File: src/rtl/heartbeat_watchdog_pkg.sv
// Shared definitions for the heartbeat watchdog: FSM encodings and default timing constants.
package heartbeat_watchdog_pkg;

  typedef enum logic [1:0] {
    ST_DISARMED   = 2'd0,
    ST_WAIT_FIRST = 2'd1,
    ST_ARMED      = 2'd2,
    ST_ALARM      = 2'd3
  } state_t;

  localparam int DEF_TIMEOUT_TICKS = 5;
  localparam int DEF_WARN_TICKS    = 3;
  localparam int DEF_MISS_W        = 8;

endpackage

File: src/rtl/heartbeat_watchdog_sync.sv
// Two-flop synchronizer plus delay flop; emits a one-clock pulse on each synchronized rising edge.
module sync_rise_detect (
  input  logic clock,
  input  logic reset,
  input  logic async_in,
  output logic rise
);

  logic s1;
  logic s2;
  logic s3;

  always_ff @(posedge clock) begin
    if (reset) begin
      s1 <= 1'b0;
      s2 <= 1'b0;
      s3 <= 1'b0;
    end else begin
      s1 <= async_in;
      s2 <= s1;
      s3 <= s2;
    end
  end

  assign rise = s2 & ~s3;

endmodule

File: src/rtl/heartbeat_watchdog.sv
// Heartbeat watchdog: counts timer ticks since the last heartbeat edge, warns when late and
// raises a sticky alarm on timeout while keeping a saturating count of timeouts.
//
// state         | meaning
// ST_DISARMED   | monitoring off, counter and flags cleared
// ST_WAIT_FIRST | enabled, waiting for the first heartbeat, ticks ignored
// ST_ARMED      | counting ticks since the last heartbeat
// ST_ALARM      | timed out; sticky until clear or disable
module heartbeat_watchdog
  import heartbeat_watchdog_pkg::*;
#(
  parameter int TIMEOUT_TICKS = DEF_TIMEOUT_TICKS,
  parameter int WARN_TICKS    = DEF_WARN_TICKS,
  parameter int MISS_W        = DEF_MISS_W,
  localparam int CW           = $clog2(TIMEOUT_TICKS + 1)
) (
  input  logic              clock,
  input  logic              reset,
  input  logic              enable,
  input  logic              tick,
  input  logic              heartbeat,
  input  logic              clear,
  output logic              alarm,
  output logic              warning,
  output logic [1:0]        state,
  output logic [CW-1:0]     ticks_since_hb,
  output logic [MISS_W-1:0] missed_count
);

  if (TIMEOUT_TICKS < 2 || WARN_TICKS < 1 || WARN_TICKS >= TIMEOUT_TICKS) begin : g_bad_params
    $error("heartbeat_watchdog: need TIMEOUT_TICKS >= 2 and 1 <= WARN_TICKS < TIMEOUT_TICKS");
  end

  localparam logic [CW-1:0]     TIMEOUT_C = CW'(TIMEOUT_TICKS);
  localparam logic [CW-1:0]     WARN_C    = CW'(WARN_TICKS);
  localparam logic [MISS_W-1:0] MISS_MAX  = '1;

  state_t        fsm;
  logic          hb_event;
  logic [CW-1:0] cnt_inc;

  sync_rise_detect u_hb_sync (
    .clock    (clock),
    .reset    (reset),
    .async_in (heartbeat),
    .rise     (hb_event)
  );

  assign cnt_inc = ticks_since_hb + CW'(1);
  assign state   = fsm;

  always_ff @(posedge clock) begin
    if (reset) begin
      fsm            <= ST_DISARMED;
      ticks_since_hb <= '0;
      alarm          <= 1'b0;
      warning        <= 1'b0;
      missed_count   <= '0;
    end else if (!enable) begin
      // missed_count is deliberately kept across a disable for status readout
      fsm            <= ST_DISARMED;
      ticks_since_hb <= '0;
      alarm          <= 1'b0;
      warning        <= 1'b0;
    end else begin
      case (fsm)
        ST_DISARMED: begin
          fsm            <= ST_WAIT_FIRST;
          ticks_since_hb <= '0;
          warning        <= 1'b0;
        end
        ST_WAIT_FIRST: begin
          ticks_since_hb <= '0;
          warning        <= 1'b0;
          if (hb_event) fsm <= ST_ARMED;
        end
        ST_ARMED: begin
          if (hb_event) begin
            ticks_since_hb <= '0;
            warning        <= 1'b0;
          end else if (tick) begin
            ticks_since_hb <= cnt_inc;
            if (cnt_inc == TIMEOUT_C) begin
              fsm     <= ST_ALARM;
              alarm   <= 1'b1;
              warning <= 1'b0;
              if (missed_count != MISS_MAX) missed_count <= missed_count + MISS_W'(1);
            end else begin
              warning <= (cnt_inc >= WARN_C);
            end
          end
        end
        ST_ALARM: begin
          if (clear) begin
            fsm            <= ST_WAIT_FIRST;
            ticks_since_hb <= '0;
            alarm          <= 1'b0;
            warning        <= 1'b0;
          end
        end
        default: fsm <= ST_DISARMED;
      endcase
    end
  end

endmodule

File: config.mk
export PLATFORM = sky130hd
export DESIGN_NAME = heartbeat_watchdog
export DESIGN_NICKNAME = d
export VERILOG_FILES = /design/src/rtl/heartbeat_watchdog_pkg.sv /design/src/rtl/heartbeat_watchdog_sync.sv /design/src/rtl/heartbeat_watchdog.sv
export SDC_FILE = /design/constraint.sdc
export NUM_CORES = 1
export LEC_CHECK = 0
export ABC_AREA = 1
export CAP_MARGIN = 40
export CORE_MARGIN = 8
export CORE_UTILIZATION = 50
export DETAILED_ROUTE_END_ITERATION = 16
export PLACE_DENSITY = 0.87
export SYNTH_ARGS = -nofsm -noshare
export SYNTH_HDL_FRONTEND = slang
export SYNTH_HIERARCHICAL = 1
export SYNTH_SLANG_ARGS = --single-unit
File: constraint.sdc
create_clock -name clock -period 1.8 [get_ports clock]
set_input_delay 0.36 -clock clock [delete_from_list [all_inputs] [get_ports clock]]
set_output_delay 0.36 -clock clock [all_outputs]
set_load 0.03 [all_outputs]
==> metrics.csv, run 1 <==
stage,metric,value,unit
place,routability cong.,0.859,
detailed_routing,vias,993,
worst_setup_path,crit path capture type,output port,
worst_setup_path,Reg2Reg Depth,8,
timing,fmax,571,MHz
worst_setup_path,Worst Setup Path Type,flop to output port,
grt,largest net degree at the start of global routing,11,
detailed_routing,Iter 0 DRT Violations,32,
floorplan,CORE AREA,1940,um^2
layout,area growth from synthesis to layout,29.7,%
grt,vias in the first global route,930,
clocking,Inserted Clock Buffers,3,
grt,All-Layer GR Usage,12.8,%
layout,# fillers,169,
clocking,CTS tree,yes,
worst_setup_path,slowest CP cell,clkdlybuf4s50_1,
detailed_routing,DRC Markers,0,
clocking,clk buf depth,2,
timing,minimum clock period after layout,1750,ps
detailed_routing,DR vias/cell,4.82,
timing,Final Cycle Share,97.3,%
layout,Final nets,192,
worst_setup_path,"CP delay by family, top",buffers and inverters,
synth,mean area per synthesized cell,6.72,um^2
clocking,# H-tree levels,1,
layout,share of layout cells above drive strength 1,7.82,%
timing,"Hold Violations, Final",0,
layout,ant diodes,0,
place,port bufs,20,
timing,unrepaired setup endpoints after global routing,false,
min_path,Hold Path End,u_hb_sync/s2,
floorplan,Die Y,61.4,um
pwr,leakage,0.000722,uW
pwr,worst vdd ir,0.556,mV
synth,synthesized area,1030,um^2
pwr,cell area power density,564,nW/um^2
clocking,clk root buf,clkbuf_4,
timing,Final Max Tran Viols,0,
timing,max_slew headroom,78.1,%
worst_setup_path,Critical R2R Launch,state[0],
synth,sequential fraction of the synthesis area,35.0,%
detailed_routing,average wire per standard cell,10.9,um
worst_setup_path,CP max FO,4,
min_path,Hold/Removal Path Class,flop to flop,
clocking,later-pin clock latency in the skew report,280,ps
synth,syn nets,165,
floorplan,die area,3760,um^2
job,Max-Cap Viols,0,
detailed_routing,Post-Route WL,2.24,mm
min_path,worst hold start,u_hb_sync/s1,
floorplan,row cnt,16,
synth,Mapped Cells,153,
pwr,Design Power,752,uW
floorplan,initial core utilization,53.0,%
worst_setup_path,Worst Path Arrival,1390,ps
grt,global route overflow,0,
grt,first-pass GRT wire length,3.75,mm
synth,distinct cell type count after synthesis,21,
grt,initial antenna violation count,0,
outcome,status,finished clean,
min_path,hold depth,2,
floorplan,boundary pin count,21,
floorplan,die width,61.4,um
worst_setup_path,"Buf+Inv Stages, Crit Path",1,
timing,Worst-Margin Slew,328,ps
timing,Setup TNS Final,0,ps
worst_setup_path,worst-path cell chain,clkdlybuf4s50_1,
place,DP Wirelength,1.79,mm
detailed_routing,ANT nets after route,0,
worst_setup_path,Worst Path Required,1440,ps
synth,Yosys reg bits,18,
worst_setup_path,FF-to-FF End,state[0],
worst_setup_path,R2R Setup Slk,280,ps
clocking,clock-pin slew on the worst setup and hold paths,100,ps
worst_setup_path,Max stage delay on crit path,700,ps
synth,yosys warns,6,
timing,clk_skew,3.62,ps
detailed_routing,DRT Pass-1 Iters,4,
clocking,clock tree sinks,18,
worst_setup_path,Setup crit start kind,flop,
timing,setup violators final,0,
## cells by family after synthesis
family / Yosys count / share of synthesized area, %
and+or+nand+nor: 84 / 38.3
buffers and inverters: 28 / 10.3
DFF: 18 / 35.0
AOI/OAI and AO/OA: 16 / 8.15
adders and majority gates: 6 / 7.30
xor gates and xnor gates: 1 / 0.852
## cell type report
class                           count  area [um^2]  share of cell area (%)
Tap cell                           27         33.8                    2.53
Clock buffer                        4         36.3                    2.72
Multi-Input combinational cell    107          562                    42.1
Timing Repair Buffer               22          235                    17.6
Sequential cell                    18          360                    27.0
Inverter                           28          106                    7.97
## through the flow
| stage | util, % | setup WS [ps] | instances | area (um^2) | hold WS, ps |
|---|---|---|---|---|---|
| 3_3_place_gp | 65.8 | 180 | 202 | 1280 | 394 |
| 2_1_floorplan | - | 244 | 153 | 1030 | 388 |
| 4_1_cts | 67.7 | 0.618 | 206 | 1310 | 416 |
| 6_report | 68.7 | 49.1 | 206 | 1330 | 413 |
| 3_5_place_dp | 65.8 | 123 | 202 | 1280 | 400 |
| 5_1_grt | 68.7 | 2.12 | 206 | 1330 | 445 |
## worst max path at each step
stage                            from                end  cells after the start
floorplan                    state[0]           state[1]                      8
global placement                 tick    missed_count[1]                      6
detailed placement               tick    missed_count[1]                      6
CTS                   missed_count[6]    missed_count[6]                      1
global route        ticks_since_hb[2]  ticks_since_hb[2]                      1
finish              ticks_since_hb[1]  ticks_since_hb[1]                      1
## cell usage after synthesis
cell	instances	area (um^2)
clkinv_2	1	5.00
nand3_1	12	60.1
a21oi_1	9	45.0
nor2_4	2	22.5
nor2_1	19	71.3
nand3_4	1	17.5
dfxtp_1	18	360
nand2_1	43	161
nand2_2	1	6.26
nand4_1	1	6.26
ha_1	6	75.1
o21a_1	1	7.51
xor2_1	1	8.76
nand3b_1	2	15.0
nand4_2	1	12.5
nand2_4	1	11.3
a31oi_1	1	6.26
o21ai_0	3	15.0
inv_1	27	101
nand3_2	1	10.0
o21ai_1	2	10.0
## repair_timing
item	4_1_cts	5_1_grt
setup endpoints to repair	0	8
setup buffers	0	0
gates resized for setup	0	8
hold buffers	0	0
## power breakdown
part | leakage [uW] | internal [uW] | switching (uW)
registers | 0.000146 | 406 | 6.79
clock network | 0.0000210 | 123 | 117
logic | 0.000555 | 42.3 | 57.3
total | 0.000722 | 572 | 181
## registers in the layout (all words and copies together), names as in the netlist
signal / flops
u_hb_sync/s2: 1
alarm: 1
u_hb_sync/s3: 1
ticks_since_hb: 3
state: 2
missed_count: 8
u_hb_sync/s1: 1
warning: 1
## layout by cell type (no fill, tap or decap), types with 2 or more instances in the layout
cell type	netlist	layout
nand2_1	43	43
inv_1	27	27
nor2_1	19	19
dfxtp_1	18	18
nand3_1	12	12
clkdlybuf4s50_1	0	12
a21oi_1	9	9
dlymetal6s2s_1	0	8
ha_1	6	6
o21ai_0	3	3
clkbuf_4	0	3
nor2_4	2	2
o21ai_1	2	2
nand3b_1	2	2
buf_4	0	2
## layer usage
layer  track usage, %  share of wire, %  wire (um)
met1             13.8                45        999
met2             22.8                50       1130
met3             3.76               3.6         81
met4             5.19               1.6         36
met5                0                 0          0
## tightest hold or removal path: cells and delay by family, from the launching register on
| kind | cells | cell delay (ps) |
|---|---|---|
| buf+inv | 1 | 40 |
| flops | 1 | 310 |
| simple gates | 1 | 30 |
No activity file was read; power rests on OpenSTA's default activity.
==> run 2: changes to the inputs <==
--- a/config.mk
+++ b/config.mk
@@ -10,6 +10,7 @@
 export CORE_MARGIN = 8
 export CORE_UTILIZATION = 50
 export DETAILED_ROUTE_END_ITERATION = 16
+export HOLD_SLACK_MARGIN = 0.03
 export PLACE_DENSITY = 0.87
 export SYNTH_ARGS = -nofsm -noshare
 export SYNTH_HDL_FRONTEND = slang
==> results of run 2 <==
The final DEF is identical to that of run 1; final timing and power are the same.
==> run 3: changes to the inputs <==
--- a/config.mk
+++ b/config.mk
@@ -8,10 +8,11 @@
 export ABC_AREA = 1
 export CAP_MARGIN = 40
 export CORE_MARGIN = 8
-export CORE_UTILIZATION = 50
+export CORE_UTILIZATION = 47
 export DETAILED_ROUTE_END_ITERATION = 16
 export HOLD_SLACK_MARGIN = 0.03
-export PLACE_DENSITY = 0.87
+export PLACE_DENSITY = 0.83
+export SLEW_MARGIN = 20
 export SYNTH_ARGS = -nofsm -noshare
 export SYNTH_HDL_FRONTEND = slang
 export SYNTH_HIERARCHICAL = 1
==> run 3 against run 2 <==
Utilization shrank 7.4 points. Clock power shrank 13%. Clock skew shrank 1.4 ps. Combinational power is essentially flat. Non-clock buffer count grew 1. Worst setup slack lost 17 ps. Critical endpoint is now missed_count[7]. Largest power group unchanged.
==> metrics.csv, run 3 (synthesized netlist as in run 1, its figures left out) <==
stage,metric,value,unit
outcome,status,finished clean,
place,routability cong.,0.835,
grt,vias in the first global route,948,
timing,fmax,566,MHz
floorplan,row cnt,17,
worst_setup_path,Setup crit start kind,flop,
detailed_routing,Post-Route WL,2.29,mm
detailed_routing,DRT Pass-1 Iters,4,
clocking,Post-CTS Hold Fix Bufs,0,
timing,setup violators final,0,
clocking,clk root buf,clkbuf_4,
worst_setup_path,"Buf+Inv Stages, Crit Path",1,
worst_setup_path,worst-path cell chain,clkdlybuf4s50_1,
layout,area growth from synthesis to layout,28.1,%
layout,number of flip-flops in the largest register,8,
timing,clk_skew,2.23,ps
min_path,hold depth,2,
worst_setup_path,Worst Path Required,1440,ps
timing,Final Cycle Share,98.2,%
timing,Setup TNS Final,0,ps
layout,Final nets,193,
clocking,# H-tree levels,1,
timing,Final Max Tran Viols,0,
floorplan,die width,62.8,um
min_path,Hold/Removal Path Class,flop to flop,
pwr,leakage,0.000681,uW
clocking,CTS tree,yes,
clocking,clock-pin slew on the worst setup and hold paths,100,ps
grt,All-Layer GR Usage,11.8,%
timing,slack of the critical path,32.5,ps
layout,most frequent cells in the layout,"43 x nand2_1, 27 x inv_1, 19 x nor2_1",
timing,max_slew headroom,78.3,%
timing,unrepaired setup endpoints after global routing,false,
grt,global route overflow,0,
timing,Worst-Margin Slew,326,ps
job,Max-Cap Viols,0,
worst_setup_path,Reg2Reg Depth,9,
floorplan,CORE AREA,2150,um^2
worst_setup_path,FF-to-FF End,state[1],
floorplan,initial core utilization,47.9,%
detailed_routing,Iter 0 DRT Violations,34,
place,DP Wirelength,1.78,mm
floorplan,boundary pin count,21,
place,port bufs,20,
clocking,Inserted Clock Buffers,3,
clocking,clk buf depth,2,
grt,initial antenna violation count,0,
worst_setup_path,Critical R2R Launch,state[0],
grt,first-pass GRT wire length,3.91,mm
worst_setup_path,slowest CP cell,clkdlybuf4s50_1,
worst_setup_path,Worst Path Arrival,1410,ps
worst_setup_path,CP max FO,4,
timing,"Hold Violations, Final",0,
layout,ant diodes,0,
detailed_routing,DR vias/cell,4.97,
worst_setup_path,Worst Setup Path Type,flop to output port,
worst_setup_path,R2R Setup Slk,290,ps
pwr,cell area power density,547,nW/um^2
worst_setup_path,Max stage delay on crit path,700,ps
detailed_routing,ANT nets after route,0,
place,pre-CTS WS,113,ps
worst_setup_path,crit path capture type,output port,
layout,Biggest register,missed_count,
layout,share of layout cells above drive strength 1,7.82,%
detailed_routing,DRC Markers,0,
pwr,worst vdd ir,0.385,mV
clocking,clock tree sinks,18,
worst_setup_path,"CP delay by family, top",buffers and inverters,
clocking,later-pin clock latency in the skew report,300,ps
floorplan,die area,3940,um^2
min_path,Hold Path End,u_hb_sync/s2,
floorplan,Die Y,62.8,um
layout,"commonest non-fill, non-tap cell in the layout",nand2_1,
detailed_routing,average wire per standard cell,11.0,um
timing,minimum clock period after layout,1770,ps
detailed_routing,vias,1029,
min_path,worst hold start,u_hb_sync/s1,
grt,largest net degree at the start of global routing,10,
## run 3: changes by cell type in the layout (fill, tap and decap cells not counted), sizes merged
cell,previous run,this run
clkbuf,4,3
dlygate4sd2,0,3
buf,2,3
dlymetal6s2s,8,5
## run 3: where the power goes
group          internal, uW  switching (uW)
combinational          41.4            58.5
clock                  78.1             130
sequential              406            6.36
## run 3: cell type report
type / instances / area, um^2
fillers: 200 / 831
repair buffers: 23 / 231
clock buffers: 3 / 22.5
well taps: 28 / 35.0
multi-input cells: 107 / 562
flip-flops and latches: 18 / 360
inverters: 28 / 106
## run 3: worst min-delay path: cells and delay by family, from the launching register on
kind | cells | cell delay [ps]
buf+inv | 1 | 40
flops | 1 | 310
simple gates | 1 | 30
## run 3: per-stage QoR
step | hold slack [ps] | cells | total power, uW | util [%] | instance area [um^2]
after global placement | 391 | 204 | 519 | 59.9 | 1290
after global routing | 429 | 207 | 755 | 61.3 | 1320
after floorplan | 388 | 153 | 482 | - | 1030
after detailed placement | 401 | 204 | 524 | 59.9 | 1290
final | 411 | 207 | 721 | 61.3 | 1320
after CTS | 412 | 207 | 724 | 60.7 | 1310
## run 3: layer usage
layer  routed length, um  GRT usage, %  up-vias
li1                    -             -      532
met1                 974          12.0      467
met2                1140          21.1       22
met3                 123          3.23        8
met4                  53          6.55        0
met5                   0             0        -
## run 3: how the worst max path moves through the flow
stage | cells after the start | slack (ps) | endpoint | from
floorplan | 8 | 240 | state[1] | state[0]
global placement | 6 | 170 | missed_count[0] | tick
detailed placement | 6 | 110 | missed_count[1] | tick
CTS | 1 | 20 | missed_count[4] | missed_count[4]
global route | 1 | 3 | missed_count[7] | missed_count[7]
finish | 1 | 30 | missed_count[7] | missed_count[7]
## run 3: repair_timing
action | in CTS | in global routing
pin swaps | 0 | 0
endpoints found under the setup margin | 3 | 5
setup buffers | 0 | 0
gates cloned | 0 | 0
gates resized for setup | 3 | 5
